==> config.mk <==
export PLATFORM = sky130hd
export DESIGN_NAME = key_debounce_multi
export DESIGN_NICKNAME = d
export VERILOG_FILES = /design/src/rtl/key_debounce_multi.sv
export SDC_FILE = /design/constraint.sdc
export NUM_CORES = 1
export LEC_CHECK = 0
export ABC_AREA = 0
export CAP_MARGIN = 0
export CORE_MARGIN = 2
export CORE_UTILIZATION = 40
export CTS_BUF_LIST = sky130_fd_sc_hd__clkbuf_4
export CTS_CLUSTER_SIZE = 28
export DETAILED_ROUTE_END_ITERATION = 8
export HOLD_SLACK_MARGIN = 0.08
export PLACE_DENSITY = 0.69
export SYNTH_ARGS = -nofsm -noshare
export SYNTH_HDL_FRONTEND = slang
export SYNTH_SLANG_ARGS = --single-unit
==> constraint.sdc <==
create_clock -name clk -period 6.6 [get_ports clk]
set_clock_uncertainty 0.2 [all_clocks]
set_input_delay 1.32 -clock clk [delete_from_list [all_inputs] [get_ports clk]]
set_output_delay 1.32 -clock clk [all_outputs]
set_load 0.005 [all_outputs]
==> src/rtl/key_debounce_multi.sv <==
// -----------------------------------------------------------------------------
// key_debounce_multi
//
// Purpose:
//   Multi-channel mechanical key debouncer. Every channel is filtered
//   independently: a new level is accepted only after STABLE_CNT consecutive
//   samples agree with it. On acceptance the channel produces a one-cycle
//   press (0->1) or release (1->0) pulse, and presses advance a 4-bit wrapping
//   counter that can drive a 7-segment digit directly.
//
// Parameters:
//   N_KEYS     - number of independent channels (>= 1)
//   STABLE_CNT - consecutive agreeing samples needed to accept a level (>= 1)
//   CNT_WIDTH  - stability counter width, 2**CNT_WIDTH > STABLE_CNT
//
// Ports:
//   clk         in   1         system clock, rising edge
//   clr         in   1         synchronous active-high reset
//   key_in      in   N_KEYS    raw bouncing key inputs, 1 = pressed
//   key_level   out  N_KEYS    debounced level per channel
//   key_press   out  N_KEYS    one-cycle pulse on accepted 0->1
//   key_release out  N_KEYS    one-cycle pulse on accepted 1->0
//   press_cnt   out  4*N_KEYS  per-channel press counter, channel i at [4i+3:4i]
//
// Build option:
//   KEY_DEBOUNCE_SYNC_EN - when defined, each key_in bit passes through a
//   two-flop synchroniser before the FSM (2 cycles extra latency). Leave it
//   undefined only when key_in is already synchronous to clk.
// -----------------------------------------------------------------------------
module key_debounce_multi #(
    parameter int N_KEYS     = 4,
    parameter int STABLE_CNT = 20000,
    parameter int CNT_WIDTH  = 15
) (
    input  logic                  clk,
    input  logic                  clr,
    input  logic [N_KEYS-1:0]     key_in,
    output logic [N_KEYS-1:0]     key_level,
    output logic [N_KEYS-1:0]     key_press,
    output logic [N_KEYS-1:0]     key_release,
    output logic [4*N_KEYS-1:0]   press_cnt
);

    typedef enum logic [1:0] {
        IDLE_LOW  = 2'd0,
        WAIT_HIGH = 2'd1,
        IDLE_HIGH = 2'd2,
        WAIT_LOW  = 2'd3
    } state_e;

    localparam logic [CNT_WIDTH-1:0] CNT_ZERO = '0;
    localparam logic [CNT_WIDTH-1:0] CNT_ONE  = CNT_WIDTH'(1);
    // The counter holds the number of agreeing samples already seen, so the
    // sample that completes the run arrives while the counter is STABLE_CNT-1.
    // In an IDLE state the counter is always 0, which makes STABLE_CNT=1
    // accept straight from IDLE without visiting the WAIT state.
    localparam logic [CNT_WIDTH-1:0] LAST_CNT = CNT_WIDTH'(STABLE_CNT - 1);

    // Sample seen by each channel FSM.
    logic [N_KEYS-1:0] key_samp;

`ifdef KEY_DEBOUNCE_SYNC_EN
    logic [N_KEYS-1:0] sync1_q;
    logic [N_KEYS-1:0] sync2_q;

    // Two-flop synchroniser for the asynchronous key inputs.
    always_ff @(posedge clk) begin
        if (clr) begin
            sync1_q <= '0;
            sync2_q <= '0;
        end else begin
            sync1_q <= key_in;
            sync2_q <= sync1_q;
        end
    end

    assign key_samp = sync2_q;
`else
    assign key_samp = key_in;
`endif

    for (genvar g = 0; g < N_KEYS; g++) begin : g_ch
        state_e               state_q;
        state_e               state_d;
        logic [CNT_WIDTH-1:0] cnt_q;
        logic [CNT_WIDTH-1:0] cnt_d;
        logic                 level_q;
        logic                 level_d;
        logic                 press_q;
        logic                 press_d;
        logic                 release_q;
        logic                 release_d;
        logic [3:0]           pcnt_q;
        logic [3:0]           pcnt_d;

        // Per-channel next-state, counter and output decode.
        always_comb begin
            state_d   = state_q;
            cnt_d     = cnt_q;
            level_d   = level_q;
            press_d   = 1'b0;
            release_d = 1'b0;
            pcnt_d    = pcnt_q;
            case (state_q)
                IDLE_LOW, WAIT_HIGH: begin
                    if (key_samp[g]) begin
                        if (cnt_q == LAST_CNT) begin
                            state_d = IDLE_HIGH;
                            cnt_d   = CNT_ZERO;
                            level_d = 1'b1;
                            press_d = 1'b1;
                            pcnt_d  = pcnt_q + 4'd1;
                        end else begin
                            state_d = WAIT_HIGH;
                            cnt_d   = cnt_q + CNT_ONE;
                        end
                    end else begin
                        // A disagreeing sample throws away the whole run.
                        state_d = IDLE_LOW;
                        cnt_d   = CNT_ZERO;
                    end
                end
                IDLE_HIGH, WAIT_LOW: begin
                    if (!key_samp[g]) begin
                        if (cnt_q == LAST_CNT) begin
                            state_d   = IDLE_LOW;
                            cnt_d     = CNT_ZERO;
                            level_d   = 1'b0;
                            release_d = 1'b1;
                        end else begin
                            state_d = WAIT_LOW;
                            cnt_d   = cnt_q + CNT_ONE;
                        end
                    end else begin
                        state_d = IDLE_HIGH;
                        cnt_d   = CNT_ZERO;
                    end
                end
                default: begin
                    state_d = IDLE_LOW;
                    cnt_d   = CNT_ZERO;
                    level_d = 1'b0;
                end
            endcase
        end

        // Per-channel state, counter and registered outputs.
        always_ff @(posedge clk) begin
            if (clr) begin
                state_q   <= IDLE_LOW;
                cnt_q     <= CNT_ZERO;
                level_q   <= 1'b0;
                press_q   <= 1'b0;
                release_q <= 1'b0;
                pcnt_q    <= 4'd0;
            end else begin
                state_q   <= state_d;
                cnt_q     <= cnt_d;
                level_q   <= level_d;
                press_q   <= press_d;
                release_q <= release_d;
                pcnt_q    <= pcnt_d;
            end
        end

        assign key_level[g]         = level_q;
        assign key_press[g]         = press_q;
        assign key_release[g]       = release_q;
        assign press_cnt[4*g +: 4]  = pcnt_q;
    end

endmodule

==> impl_metrics.json, run 1 <==
{
  "run_status": "completed",
  "ios": 34,
  "drt-wirelength-per-cell_microns": 11.5,
  "floorplan.core_area_sq_um": 9820,
  "critPathLaunch": "g_ch[3].pcnt_q[0]",
  "rr_endpoint": "g_ch[0].pcnt_q[3]",
  "reg_to_reg_setup_timing_slack_ns": 4.05,
  "global_route.usage.total": 0.137,
  "syn_inst": 461,
  "antenna_left": 0,
  "netlist.area_leader.share": 0.454,
  "sequential_to_total_area_share_from_yosys_stat": 0.454,
  "clock_sinks": 92,
  "post_synth_main_area_contributors": "dfxtp_1 45%, nor2_1 6.8%, xnor2_1 6.3%",
  "timing.reg2reg.worst_path_depth": 5,
  "maxCapViolCount": 0,
  "drt-total-wl_microns": 7120,
  "max-clock-path-buffers": 2,
  "synth_top_flop_cell": "dfxtp_1",
  "syn_to_final_growth_pct": 12.2,
  "synth.avg_cell_area_sq_um": 8.80,
  "final_layout_size_suffix_gt1_frac": 0.0475,
  "finalHoldViolations": 0,
  "worst_ep_arrival_time_ns": 1.41,
  "rows": 36,
  "synthesis.yosys.warnings": 0,
  "gp_congestion": 0.802,
  "fp.dieH_microns": 105,
  "critical_path.endpoint": "press_cnt[12]",
  "post-route-worst-setup-slack_ns": 3.67,
  "floorplan.die.width_microns": 105,
  "timing_worst_slew_pin_value_ns": 0.751,
  "async_flop_share": 0,
  "end_kind": "primary output",
  "yosys.area.top_type": "dfxtp_1",
  "clock_insertion_delay_at_the_later_pin_of_the_skew_report_ns": 0.45,
  "postCtsSetupBuffers": 0,
  "net_count_final": 493,
  "crit_buf_inv": 1,
  "critical_path_class": "flip-flop to primary output",
  "cp.depth": 1,
  "detailedRoute.firstIterationViolations": 107,
  "worstHoldPathType": "flip-flop to flip-flop",
  "number_of_global_route_vias_before_repair": 2871,
  "cp-start-kind": "flip-flop",
  "antenna_found_initial": 1,
  "path_clk_slew_ns": 0.13,
  "grt_first_pass_wirelength_microns": 12500,
  "power.density_cell_area_nw_per_um2": 197,
  "htree_levels": 3,
  "cp_data_required_time_ns": 5.08,
  "path_cells": "clkdlybuf4s50_1",
  "fin_setup_tns_ns": 0,
  "timing.fmax_ghz": 0.341,
  "rsz0062_at_grt": "no",
  "floorplan.die_area_sq_um": 11000,
  "finalSetupViolations": 0,
  "preCtsSetupSlack_ns": 3.32,
  "drcViolationCount": 0,
  "clockRootBuffer": "clkbuf_4",
  "numCtsBuffers": 9,
  "period_share": 0.444,
  "critical_path_fanouts_max": 4,
  "syn_area_sq_um": 4060,
  "synth_seq_cells": 92,
  "synthesis.nets": 475,
  "timing.critical_path.slowest_stage_cell": "clkdlybuf4s50_1",
  "crit_family": "buffers and inverters",
  "period_minus_slack_ns": 2.93,
  "detailed_placer_s_ending_hpwl_microns": 5110,
  "timing.slew.headroom": 0.494,
  "number_of_library_cell_types_mapped_by_synthesis": 33,
  "via_count": 3146,
  "tritoncts": "done",
  "grt.overflow.total": 0,
  "stage_delay_of_the_slowest_cell_on_the_critical_path_ns": 0.56,
  "detailedRoute.firstPassIterationCount": 4,
  "port-buffer-count": 33,
  "avgViaCountPerCell": 5.09,
  "slew_viol_final": 0,
  "leakagePower_uw": 0.00144,
  "initial_cell_density_of_the_core": 0.413,
  "maximum_number_of_pins_on_one_net_before_global_route_repair": 38,
  "timing.rr.start": "g_ch[0].cnt_q[0]",
  "cts_hold_buf": 0,
  "peakVddDrop_v": 0.0000761,
  "cts.repair.resized": 0,
  "synth_edf_count": 0,
  "fin_util": 0.464
}
## layout make-up
class                      instances  area (sq um)
tap                              133           166
clock inverter                     7          75.1
sequential                        92          1840
inverter                          21          78.8
timing repair buffer              34           338
clock buffer                       9          67.6
multi-input combinational        321          1980
fill                             975          5270
antenna                            1          2.50
## cell usage in the layout, fill, tap and decap left out, drive strengths merged, types with 13 or more instances in the layout
| master | count |
|---|---|
| nor2 | 74 |
| a21oi | 14 |
| xnor2 | 29 |
| xor2 | 25 |
| nand2 | 24 |
| nor4 | 17 |
| dfxtp | 92 |
| nand4 | 19 |
| nand3 | 22 |
| or4 | 13 |
| inv | 22 |
| clkdlybuf4s50 | 33 |
| nand2b | 13 |
## synthesized netlist by cell type (8+ instances only)
library cell	n
nor4_1	17
and4_1	8
clkbuf_1	8
nand2_1	24
xor2_1	25
nand2b_1	13
o21ai_0	9
nor3_1	9
ha_1	8
nand4_1	19
buf_4	12
nand3_1	22
xnor2_1	29
nor2_1	74
inv_1	21
dfxtp_1	92
or4_1	12
a21oi_1	14
## routing by layer
layer	GRT usage	part of all wire	vias to the layer above
met5	0	0	-
met4	0.0667	0.018	0
met3	0.0306	0.036	10
met2	0.233	0.47	46
met1	0.164	0.48	1468
li1	-	-	1622
## metrics by stage
step           instances  area [sq um]  hold WS [ns]  total power, uW
2_1_floorplan        461          4060         0.226              597
3_3_place_gp         601          4410         0.239              606
3_5_place_dp         601          4410         0.263              607
4_1_cts              617          4550         0.292              912
5_1_grt              618          4550         0.313              935
6_report             618          4550         0.284              899
## report_power, final
part | switching [uW] | internal, uW | total, uW
Clock | 188 | 117 | 305
Combinational | 17.3 | 12.3 | 29.6
Sequential | 4.17 | 560 | 564
Total | 209 | 689 | 899
## flip-flops by register name, summed over array words and instances (netlist names)
| register | cells |
|---|---|
| g_ch.press_q | 4 |
| g_ch.level_q | 4 |
| g_ch.release_q | 4 |
| g_ch.state_q | 4 |
| g_ch.cnt_q | 60 |
| g_ch.pcnt_q | 16 |
## kinds of logic after synthesis
family	synth area share
and+or+nand+nor	0.281
DFF	0.454
xor gates and xnor gates	0.117
buffers and inverters	0.0574
AOI/OAI and AO/OA	0.0570
adders and majority gates	0.0247
muxes	0.00987
## worst min-delay path by stage
stage | start | endpoint | slack [ns] | cells after the start
final | g_ch[3].cnt_q[0] | g_ch[3].cnt_q[0] | 0.28 | 1
after global routing | g_ch[1].cnt_q[0] | g_ch[1].cnt_q[0] | 0.31 | 1
after CTS | g_ch[1].cnt_q[0] | g_ch[1].cnt_q[0] | 0.29 | 1
after detailed placement | g_ch[3].cnt_q[0] | g_ch[3].cnt_q[0] | 0.26 | 1
after global placement | g_ch[1].cnt_q[0] | g_ch[1].cnt_q[0] | 0.24 | 1
after floorplan | g_ch[1].cnt_q[0] | g_ch[1].cnt_q[0] | 0.23 | 1
Note: power is estimated with default switching activity, not from simulation.
==> inputs of run 2 (changes only) <==
==> constraint.sdc (replaced) <==
create_clock -name clk -period 2.7 [get_ports clk]
set_clock_uncertainty 0.2 [all_clocks]
set_input_delay 0.54 -clock clk [delete_from_list [all_inputs] [get_ports clk]]
set_output_delay 0.54 -clock clk [all_outputs]
set_load 0.005 [all_outputs]
==> run 2 against run 1 <==
  * Sequential cell count did not move
  * Setup slack got worse by 3.4 ns
  * Combinational power rose to 2.6 times the previous value
  * Cell count rose by 1.1%
  * Critical path depth rose by 3
  * Critical endpoint is now g_ch[2].pcnt_q[3]
  * Sequential power rose by 140%
  * Cell area rose by 3.3%
  * Non-clock buffer count rose by 7
  * Clock power rose to 3.7 times the previous value
  * Clock-buffer cell count rose by 1
  * Via count fell by 0.92%
  * Die area did not move
==> impl_metrics.json, run 2 (synthesis gave the netlist of run 1 again) <==
{
  "number_of_global_route_vias_before_repair": 2936,
  "cts.repair.resized": 0,
  "critical_path.most_common_cell": "or4_1",
  "final.hold.worst_slack_ns": 0.284,
  "finalHoldViolations": 0,
  "worst_min_delay_path_startpoint": "g_ch[1].cnt_q[0]",
  "antenna_left": 0,
  "total_power_uw": 2590,
  "period_share": 0.905,
  "drt-wirelength-per-cell_microns": 12.1,
  "grt_first_pass_wirelength_microns": 13000,
  "cp_data_required_time_ns": 2.86,
  "syn_to_final_growth_pct": 15.9,
  "floorplan.die_area_sq_um": 11000,
  "leakagePower_uw": 0.00153,
  "gr-usage-met2": 0.230,
  "fp.dieH_microns": 105,
  "global_route.usage.total": 0.143,
  "maxCapViolCount": 0,
  "timing.hold.worst_endpoint": "g_ch[1].cnt_q[0]",
  "max-clock-path-buffers": 2,
  "largest_regs": "g_ch.cnt_q (60), g_ch.pcnt_q (16)",
  "timing.critical_path.slowest_stage_cell": "or4_1",
  "period_minus_slack_ns": 2.44,
  "cts_hold_buf": 0,
  "detailed_placer_s_ending_hpwl_microns": 5360,
  "clockRootBuffer": "clkbuf_4",
  "detailedRoute.firstPassIterationCount": 4,
  "floorplan.core_area_sq_um": 9820,
  "rows": 36,
  "avgViaCountPerCell": 4.99,
  "most-common-layout-cells": "92 x dfxtp_1, 74 x nor2_1, 33 x clkdlybuf4s50_1",
  "timing.rr.start": "g_ch[2].cnt_q[6]",
  "grt_util_met3": 0.0387,
  "antenna_found_initial": 1,
  "grtUsageMet1": 0.183,
  "timing_worst_slew_pin_value_ns": 0.523,
  "rr_endpoint": "g_ch[2].pcnt_q[3]",
  "path_clk_slew_ns": 0.15,
  "grt.overflow.total": 0,
  "net_count_final": 500,
  "ios": 34,
  "total_of_fill_cells_in_the_finished_design": 957,
  "port-buffer-count": 33,
  "clock_insertion_delay_at_the_later_pin_of_the_skew_report_ns": 0.44,
  "reg_to_reg_setup_timing_slack_ns": 0.26,
  "multi_input_area_sq_um": 1990,
  "regArea_sq_um": 1840,
  "gp_congestion": 0.802,
  "clock_sinks": 92,
  "tritoncts": "done",
  "path_cells": "or4_1 -> or4_1 -> or4_1 -> a21oi_1",
  "end_kind": "flip-flop",
  "top_register": "g_ch.cnt_q",
  "largest_register_ffs": 60,
  "final_layout_size_suffix_gt1_frac": 0.0672,
  "worst_ep_arrival_time_ns": 2.61,
  "timing.reg2reg.worst_path_depth": 4,
  "slew_viol_final": 0,
  "worst_hold_path.num_cells": 1,
  "fin_setup_tns_ns": 0,
  "detailedRoute.firstIterationViolations": 190,
  "critPathLaunch": "g_ch[2].cnt_q[6]",
  "critical_path_class": "flip-flop to flip-flop",
  "via_count": 3117,
  "postCtsSetupBuffers": 0,
  "maximum_number_of_pins_on_one_net_before_global_route_repair": 16,
  "stage_delay_of_the_slowest_cell_on_the_critical_path_ns": 0.59,
  "power.density_cell_area_nw_per_um2": 550,
  "numCtsBuffers": 9,
  "htree_levels": 3,
  "run_status": "completed",
  "most_common_cell_after_layout_fill_and_taps_aside": "dfxtp_1",
  "drt-total-wl_microns": 7570,
  "cp-start-kind": "flip-flop",
  "finalSetupViolations": 0,
  "floorplan.die.width_microns": 105,
  "peakVddDrop_v": 0.000276,
  "critical_path_fanouts_max": 10,
  "rsz0062_at_grt": "no",
  "initial_cell_density_of_the_core": 0.413,
  "grt-busiest-layer": "met2",
  "timing.fmax_ghz": 0.409,
  "worstHoldPathType": "flip-flop to flip-flop",
  "drcViolationCount": 0,
  "timing.slew.headroom": 0.651
}
[run 2: changes by cell type in the layout (fill, tap and decap cells not counted)]
cell        previous run  this run
nand2b_1              13        12
clkinv_1               1         0
nand2b_2               0         1
bufinv_16              1         5
clkinvlp_4             2         0
buf_4                  1         8
or4_4                  1         2
clkbuf_4               9        10
or4_1                 12        11
clkinv_4               2         0
[run 2: report_power, final]
part | leakage [uW] | switching (uW) | internal, uW
Clock | 0.000121 | 463 | 670
Combinational | 0.000662 | 44.2 | 33.3
Sequential | 0.000742 | 10.1 | 1370
[run 2: critical path, delay by kind of cell, from the launching register on]
kind,cells,cell delay [ns]
flops,1,0.39
simple gates,3,1.63
compound gates,1,0.15
[run 2: layout make-up]
| type | instances | area share |
|---|---|---|
| multi-input cells | 321 | 0.423 |
| flip-flops and latches | 92 | 0.392 |
| repair buffers | 41 | 0.0830 |
| well taps | 133 | 0.0354 |
| clock inverters | 6 | 0.0338 |
| inverters | 21 | 0.0168 |
| clock buffers | 10 | 0.0160 |
| diodes | 1 | 0.000532 |
[run 2: stage by stage]
| stage | std cells | setup WS (ns) | cell area [sq um] | util |
|---|---|---|---|---|
| 2_1_floorplan | 461 | 0.356 | 4060 | - |
| 3_3_place_gp | 608 | 0.251 | 4460 | 0.454 |
| 3_5_place_dp | 608 | 0.219 | 4460 | 0.454 |
| 4_1_cts | 624 | 0.190 | 4690 | 0.478 |
| 5_1_grt | 625 | 0.127 | 4700 | 0.479 |
| 6_report | 625 | 0.255 | 4700 | 0.479 |
[run 2: worst max-delay path by stage]
stage,to,slack (ns),cells past startpoint
2_1_floorplan,g_ch[0].pcnt_q[3],0.36,6
6_report,g_ch[2].pcnt_q[3],0.26,4
3_5_place_dp,g_ch[3].pcnt_q[3],0.22,5
3_3_place_gp,g_ch[2].cnt_q[3],0.25,5
4_1_cts,g_ch[3].pcnt_q[3],0.19,5
5_1_grt,g_ch[2].cnt_q[3],0.13,5
[run 2: per-layer routing]
metal / up-vias / routed length, microns / share of wire
li1: 1632 / - / -
met1: 1432 / 3780 / 0.50
met2: 47 / 3430 / 0.45
met3: 6 / 263 / 0.035
met4: 0 / 94 / 0.012
met5: - / 0 / 0
==> inputs of run 3 (changes only) <==
--- a/config.mk
+++ b/config.mk
@@ -8,12 +8,12 @@
 export ABC_AREA = 0
 export CAP_MARGIN = 0
 export CORE_MARGIN = 2
-export CORE_UTILIZATION = 40
+export CORE_UTILIZATION = 54
 export CTS_BUF_LIST = sky130_fd_sc_hd__clkbuf_4
 export CTS_CLUSTER_SIZE = 28
 export DETAILED_ROUTE_END_ITERATION = 8
 export HOLD_SLACK_MARGIN = 0.08
-export PLACE_DENSITY = 0.69
+export PLACE_DENSITY = 0.88
 export SYNTH_ARGS = -nofsm -noshare
 export SYNTH_HDL_FRONTEND = slang
 export SYNTH_SLANG_ARGS = --single-unit
==> constraint.sdc (replaced) <==
create_clock -name clk -period 2.23 [get_ports clk]
set_clock_uncertainty 0.2 [all_clocks]
set_input_delay 0.446 -clock clk [delete_from_list [all_inputs] [get_ports clk]]
set_output_delay 0.446 -clock clk [all_outputs]
set_load 0.005 [all_outputs]
==> run 3 against run 2 <==
  * Utilization increased by 20 points
  * Sequential power increased by 21%
  * Total power is 3.9% higher
  * Sequential share of layout area decreased by 1.5 points
  * Clock-buffer cell count did not move
  * Largest cell class unchanged
  * Setup slack worse by 0.19 ns
  * Critical endpoint is now g_ch[2].pcnt_q[2]
  * Cell area up 4.6%
==> impl_metrics.json, run 3 (synthesis gave the netlist of run 1 again) <==
{
  "peakVddDrop_v": 0.000242,
  "end_kind": "flip-flop",
  "power.density_cell_area_nw_per_um2": 547,
  "path_clk_slew_ns": 0.13,
  "largest_regs": "g_ch.cnt_q (60), g_ch.pcnt_q (16)",
  "floorplan.die_area_sq_um": 8220,
  "critical_path_class": "flip-flop to flip-flop",
  "design_area_sq_um": 4920,
  "antenna_left": 0,
  "htree_levels": 3,
  "cts_hold_buf": 0,
  "grt.overflow.total": 0,
  "maxCapViolCount": 0,
  "drt-wirelength-per-cell_microns": 12.8,
  "syn_to_final_growth_pct": 21.2,
  "worst_ep_arrival_time_ns": 2.32,
  "total_inserted_antenna_cells": 0,
  "grt_first_pass_wirelength_microns": 14000,
  "global_route.usage.total": 0.202,
  "timing_worst_slew_pin_value_ns": 0.486,
  "stage_delay_of_the_slowest_cell_on_the_critical_path_ns": 0.53,
  "crit_buf_inv": 0,
  "cp_data_required_time_ns": 2.39,
  "path_cells": "or4_4 -> or4_4 -> or4_1 -> a21oi_1",
  "port-buffer-count": 33,
  "initial_cell_density_of_the_core": 0.559,
  "clockRootBuffer": "clkbuf_4",
  "worstHoldPathType": "flip-flop to flip-flop",
  "drcViolationCount": 0,
  "numCtsBuffers": 9,
  "largest_register_ffs": 60,
  "timing.slew.headroom": 0.673,
  "detailedRoute.firstPassIterationCount": 4,
  "finalSetupViolations": 0,
  "final_layout_size_suffix_gt1_frac": 0.165,
  "rows": 31,
  "critical_path.most_common_cell": "or4_4",
  "clock_insertion_delay_at_the_later_pin_of_the_skew_report_ns": 0.43,
  "gp_congestion": 0.827,
  "timing.fmax_ghz": 0.462,
  "most-common-layout-cells": "82 x dfxtp_1, 74 x nor2_1, 41 x buf_4",
  "period_share": 0.970,
  "floorplan.die.width_microns": 90.7,
  "antenna_found_initial": 0,
  "final.hold.worst_slack_ns": 0.256,
  "avgViaCountPerCell": 5.48,
  "top_register": "g_ch.cnt_q",
  "cp-start-kind": "flip-flop",
  "finalHoldViolations": 0,
  "via_count": 3430,
  "period_minus_slack_ns": 2.16,
  "placement.cell_area_sq_um": 4720,
  "crit_family": "simple AND/OR/NAND/NOR gates",
  "net_count_final": 536,
  "maximum_number_of_pins_on_one_net_before_global_route_repair": 16,
  "fp.dieH_microns": 90.7,
  "drt-total-wl_microns": 8040,
  "fin_setup_tns_ns": 0,
  "timing.critical_path.slowest_stage_cell": "or4_4",
  "detailed_placer_s_ending_hpwl_microns": 5950,
  "slew_viol_final": 0,
  "clock_sinks": 92,
  "run_status": "completed",
  "detailedRoute.firstIterationViolations": 112,
  "most_common_cell_after_layout_fill_and_taps_aside": "dfxtp_1",
  "critical_path_fanouts_max": 9,
  "ios": 34,
  "number_of_global_route_vias_before_repair": 3355,
  "leakagePower_uw": 0.00169,
  "floorplan.core_area_sq_um": 7250,
  "tritoncts": "done",
  "max-clock-path-buffers": 2
}
[run 3: cell types whose count changed in the layout (fill, tap and decap cells not counted), sizes merged]
| cell | change |
|---|---|
| bufinv | -4 |
| clkinvlp | +1 |
| diode | -1 |
| buf | +36 |
| clkinv | +3 |
[run 3: power breakdown]
part	leakage [uW]	switching [uW]	internal, uW	total [uW]
registers	0.000747	11.4	1660	1670
clock network	0.0000744	549	356	905
logic	0.000865	58.7	56.1	115
total	0.00169	619	2070	2690
[run 3: cell type report]
cell class,instances,area [sq um]
clock inverters,6,63.8
flip-flops and latches,92,1850
inverters,21,78.8
multi-input cells,321,2030
fillers,551,2330
repair buffers,77,689
clock buffers,10,75.1
well taps,99,124
[run 3: repair_timing]
action,4_1_cts,5_1_grt
setup endpoints to repair,36,43
pin swaps,2,4
buffers inserted,0,2
resized for setup,4,8
[run 3: through the flow]
stage / setup WS, ns / power [uW] / utilization / instances
2_1_floorplan: -0.0324 / 1770 / - / 461
3_3_place_gp: -0.00654 / 1810 / 0.651 / 609
3_5_place_dp: -0.0485 / 1820 / 0.651 / 609
4_1_cts: 0.0100 / 2700 / 0.673 / 625
5_1_grt: -0.00930 / 2780 / 0.678 / 626
6_report: 0.0669 / 2690 / 0.678 / 626
[run 3: worst paths after layout]
path,startpoint,to,slack [ns],depth (start not counted)
setup / recovery,g_ch[2].cnt_q[13],g_ch[2].pcnt_q[2],0.07,4
hold / removal,g_ch[2].cnt_q[0],g_ch[2].cnt_q[0],0.26,1
setup reg to reg,g_ch[2].cnt_q[13],g_ch[2].pcnt_q[2],0.07,4
hold reg to reg,g_ch[2].cnt_q[0],g_ch[2].cnt_q[0],0.26,1
[run 3: layer usage]
| metal | wire length, microns | up-vias | global-route usage |
|---|---|---|---|
| met4 | 161 | 0 | 0.0846 |
| met5 | 0 | - | 0 |
| met2 | 4020 | 73 | 0.376 |
| met3 | 287 | 18 | 0.0334 |
| li1 | - | 1709 | - |
| met1 | 3570 | 1630 | 0.227 |
==> RTL change: new RTL, settings of run 2 <==
Re-encode `state_e` (4 states) as one-hot, 4 bits wide.
--- a/src/rtl/key_debounce_multi.sv
+++ b/src/rtl/key_debounce_multi.sv
@@ -43,7 +43,7 @@
 
-    typedef enum logic [1:0] {
-        IDLE_LOW  = 2'd0,
-        WAIT_HIGH = 2'd1,
-        IDLE_HIGH = 2'd2,
-        WAIT_LOW  = 2'd3
+    typedef enum logic [3:0] {
+        IDLE_LOW  = 4'b0001,
+        WAIT_HIGH = 4'b0010,
+        IDLE_HIGH = 4'b0100,
+        WAIT_LOW  = 4'b1000
     } state_e;
Check against the original RTL: same outputs for any inputs over 4 cycles, from zero or initial values; so few cycles prove little.
==> RTL change against run 2 <==
  * Worst setup slack got worse by 0.086 ns
  * Critical path depth unchanged
  * Sequential cell count increased by 12
  * Wire length increased by 27%
  * Design area increased by 15%
  * Area after synthesis increased by 19%
Power is not compared: it rests on default switching activity, and its combinational part moved more than twofold at a synthesized area within 25%.
==> RTL change: results (changes against run 2) <==
The run gives 0.4538 (was 0.4790) as the utilization of the core after routing. Top flop regs: g_ch.cnt_q x60, g_ch.pcnt_q x16, g_ch.state_q x16 (was g_ch.cnt_q x60, g_ch.pcnt_q x16). The tools report the endpoint of the worst-slack reg-to-reg timing path as g_ch[1].pcnt_q[3] (was g_ch[2].pcnt_q[3]). The detailed-route wire length on metal 1 is 4.504 mm (was 3.780 mm), and the met2 wire length is 4.750 mm (was 3.431 mm).

The clock latency of the later-clocked register in the worst-skew pair is 0.46 ns (was 0.44 ns). The run gives 551 (was 461) as the cell count after synthesis. The worst slew margin relative to its limit is 0.2279 (was 0.6513). The sequential-to-total area share from yosys stat was 0.4300 (was 0.4539).

The critical path's largest stage delay was 0.66 ns (was 0.59 ns). The reg-to-reg critical path startpoint was g_ch[1].cnt_q[12] (was g_ch[2].cnt_q[6]). The startpoint of the worst hold path was g_ch[0].level_q (was g_ch[1].cnt_q[0]).

The logs give 53 (was 33) for the count of cell types in the netlist and 2.74 ns (was 2.61 ns) for the arrival time of data at the critical path endpoint. The tools report the wire length on met3 as 194 um (was 263 um). The worst min-delay path endpoint is g_ch[0].level_q (was g_ch[1].cnt_q[0]).

The run gives 0 (was 1) as the final antenna diode count. The run gives 709 (was 608) as the cell total after placement. The largest net degree at the start of global routing came out at 21 (was 16). The run finished with clean final reports.

The first-pass GRT wire length was 16.75 mm (was 13.05 mm). The global-route met2 utilization was 0.2714 (was 0.2297); the overall fraction of global-route tracks in use was 0.1550 (was 0.1433). The placer congestion estimate came out at 0.8171 (was 0.8022). The final net count is 587 (was 500), and the number of cells traversed by the worst hold path is 2 (was 1). The logs give 0 (was 1) for the initial antenna violation count and 565 (was 475) for the net count after synthesis. The number of global-route vias before repair is 3,709 (was 2,936). The run gives 0.02179 (was 0.03868) as the met3 track demand over resource in global routing.

Number of inserted filler cells in the final layout: 1,155 (was 957). The detailed-placement wirelength estimate is 6.948 mm (was 5.359 mm), and the met1 layer usage reported by global route is 0.1915 (was 0.1833).
## RTL change: cell count changes after synthesis, sizes merged, moves of 6 or more
| cell | delta |
|---|---|
| a21oi | +9 |
| clkbuf | +15 |
| dfxtp | +12 |
| inv | -7 |
| nand2b | -6 |
| nor2 | -15 |
| nor3 | +24 |
| nor4b | +9 |
| o21ai | +6 |
| or3 | +12 |
| or4b | +6 |
| xnor2 | +6 |
| xor2 | -7 |
## RTL change: cells by family (layout without fill, tap and decap cells)
logic type,after synthesis,count (layout),share of synthesized area
buffers and inverters,53,80,0.05220
adder cells (fa/ha/maj),8,8,0.02067
AO/OA/AOI/OAI,81,81,0.1088
flip-flops,104,104,0.4300
XOR/XNOR,53,53,0.09586
AND/OR/NAND/NOR,252,252,0.2925
## RTL change: layout make-up
type                       count  area (um^2)  share of cell area
multi-input combinational    394         2507              0.4639
clock buffer                   9        67.56             0.01250
inverter                      14        52.55            0.009722
tap                          147        183.9             0.03403
sequential                   104         2082              0.3852
timing repair buffer          50        457.9             0.08472
clock inverter                 7        53.80            0.009954
## RTL change: how the worst max path moves through the flow
| stage | from | to | slack, ns |
|---|---|---|---|
| finish | g_ch[1].cnt_q[12] | g_ch[1].pcnt_q[3] | 0.17 |
| global route | g_ch[1].cnt_q[12] | g_ch[1].pcnt_q[3] | 0.06 |
| CTS | g_ch[1].cnt_q[12] | g_ch[1].pcnt_q[3] | 0.17 |
| detailed placement | key_in[3] | g_ch[3].cnt_q[2] | -0.07 |
| global placement | key_in[3] | g_ch[3].cnt_q[14] | 0.04 |
| floorplan | g_ch[0].cnt_q[7] | g_ch[0].pcnt_q[3] | 0.31 |
## RTL change: where the power goes
part           switching (W)  internal, W
Clock               0.000530     0.000200
Sequential         0.0000324      0.00156
Combinational       0.000130    0.0000852
Total               0.000692      0.00185
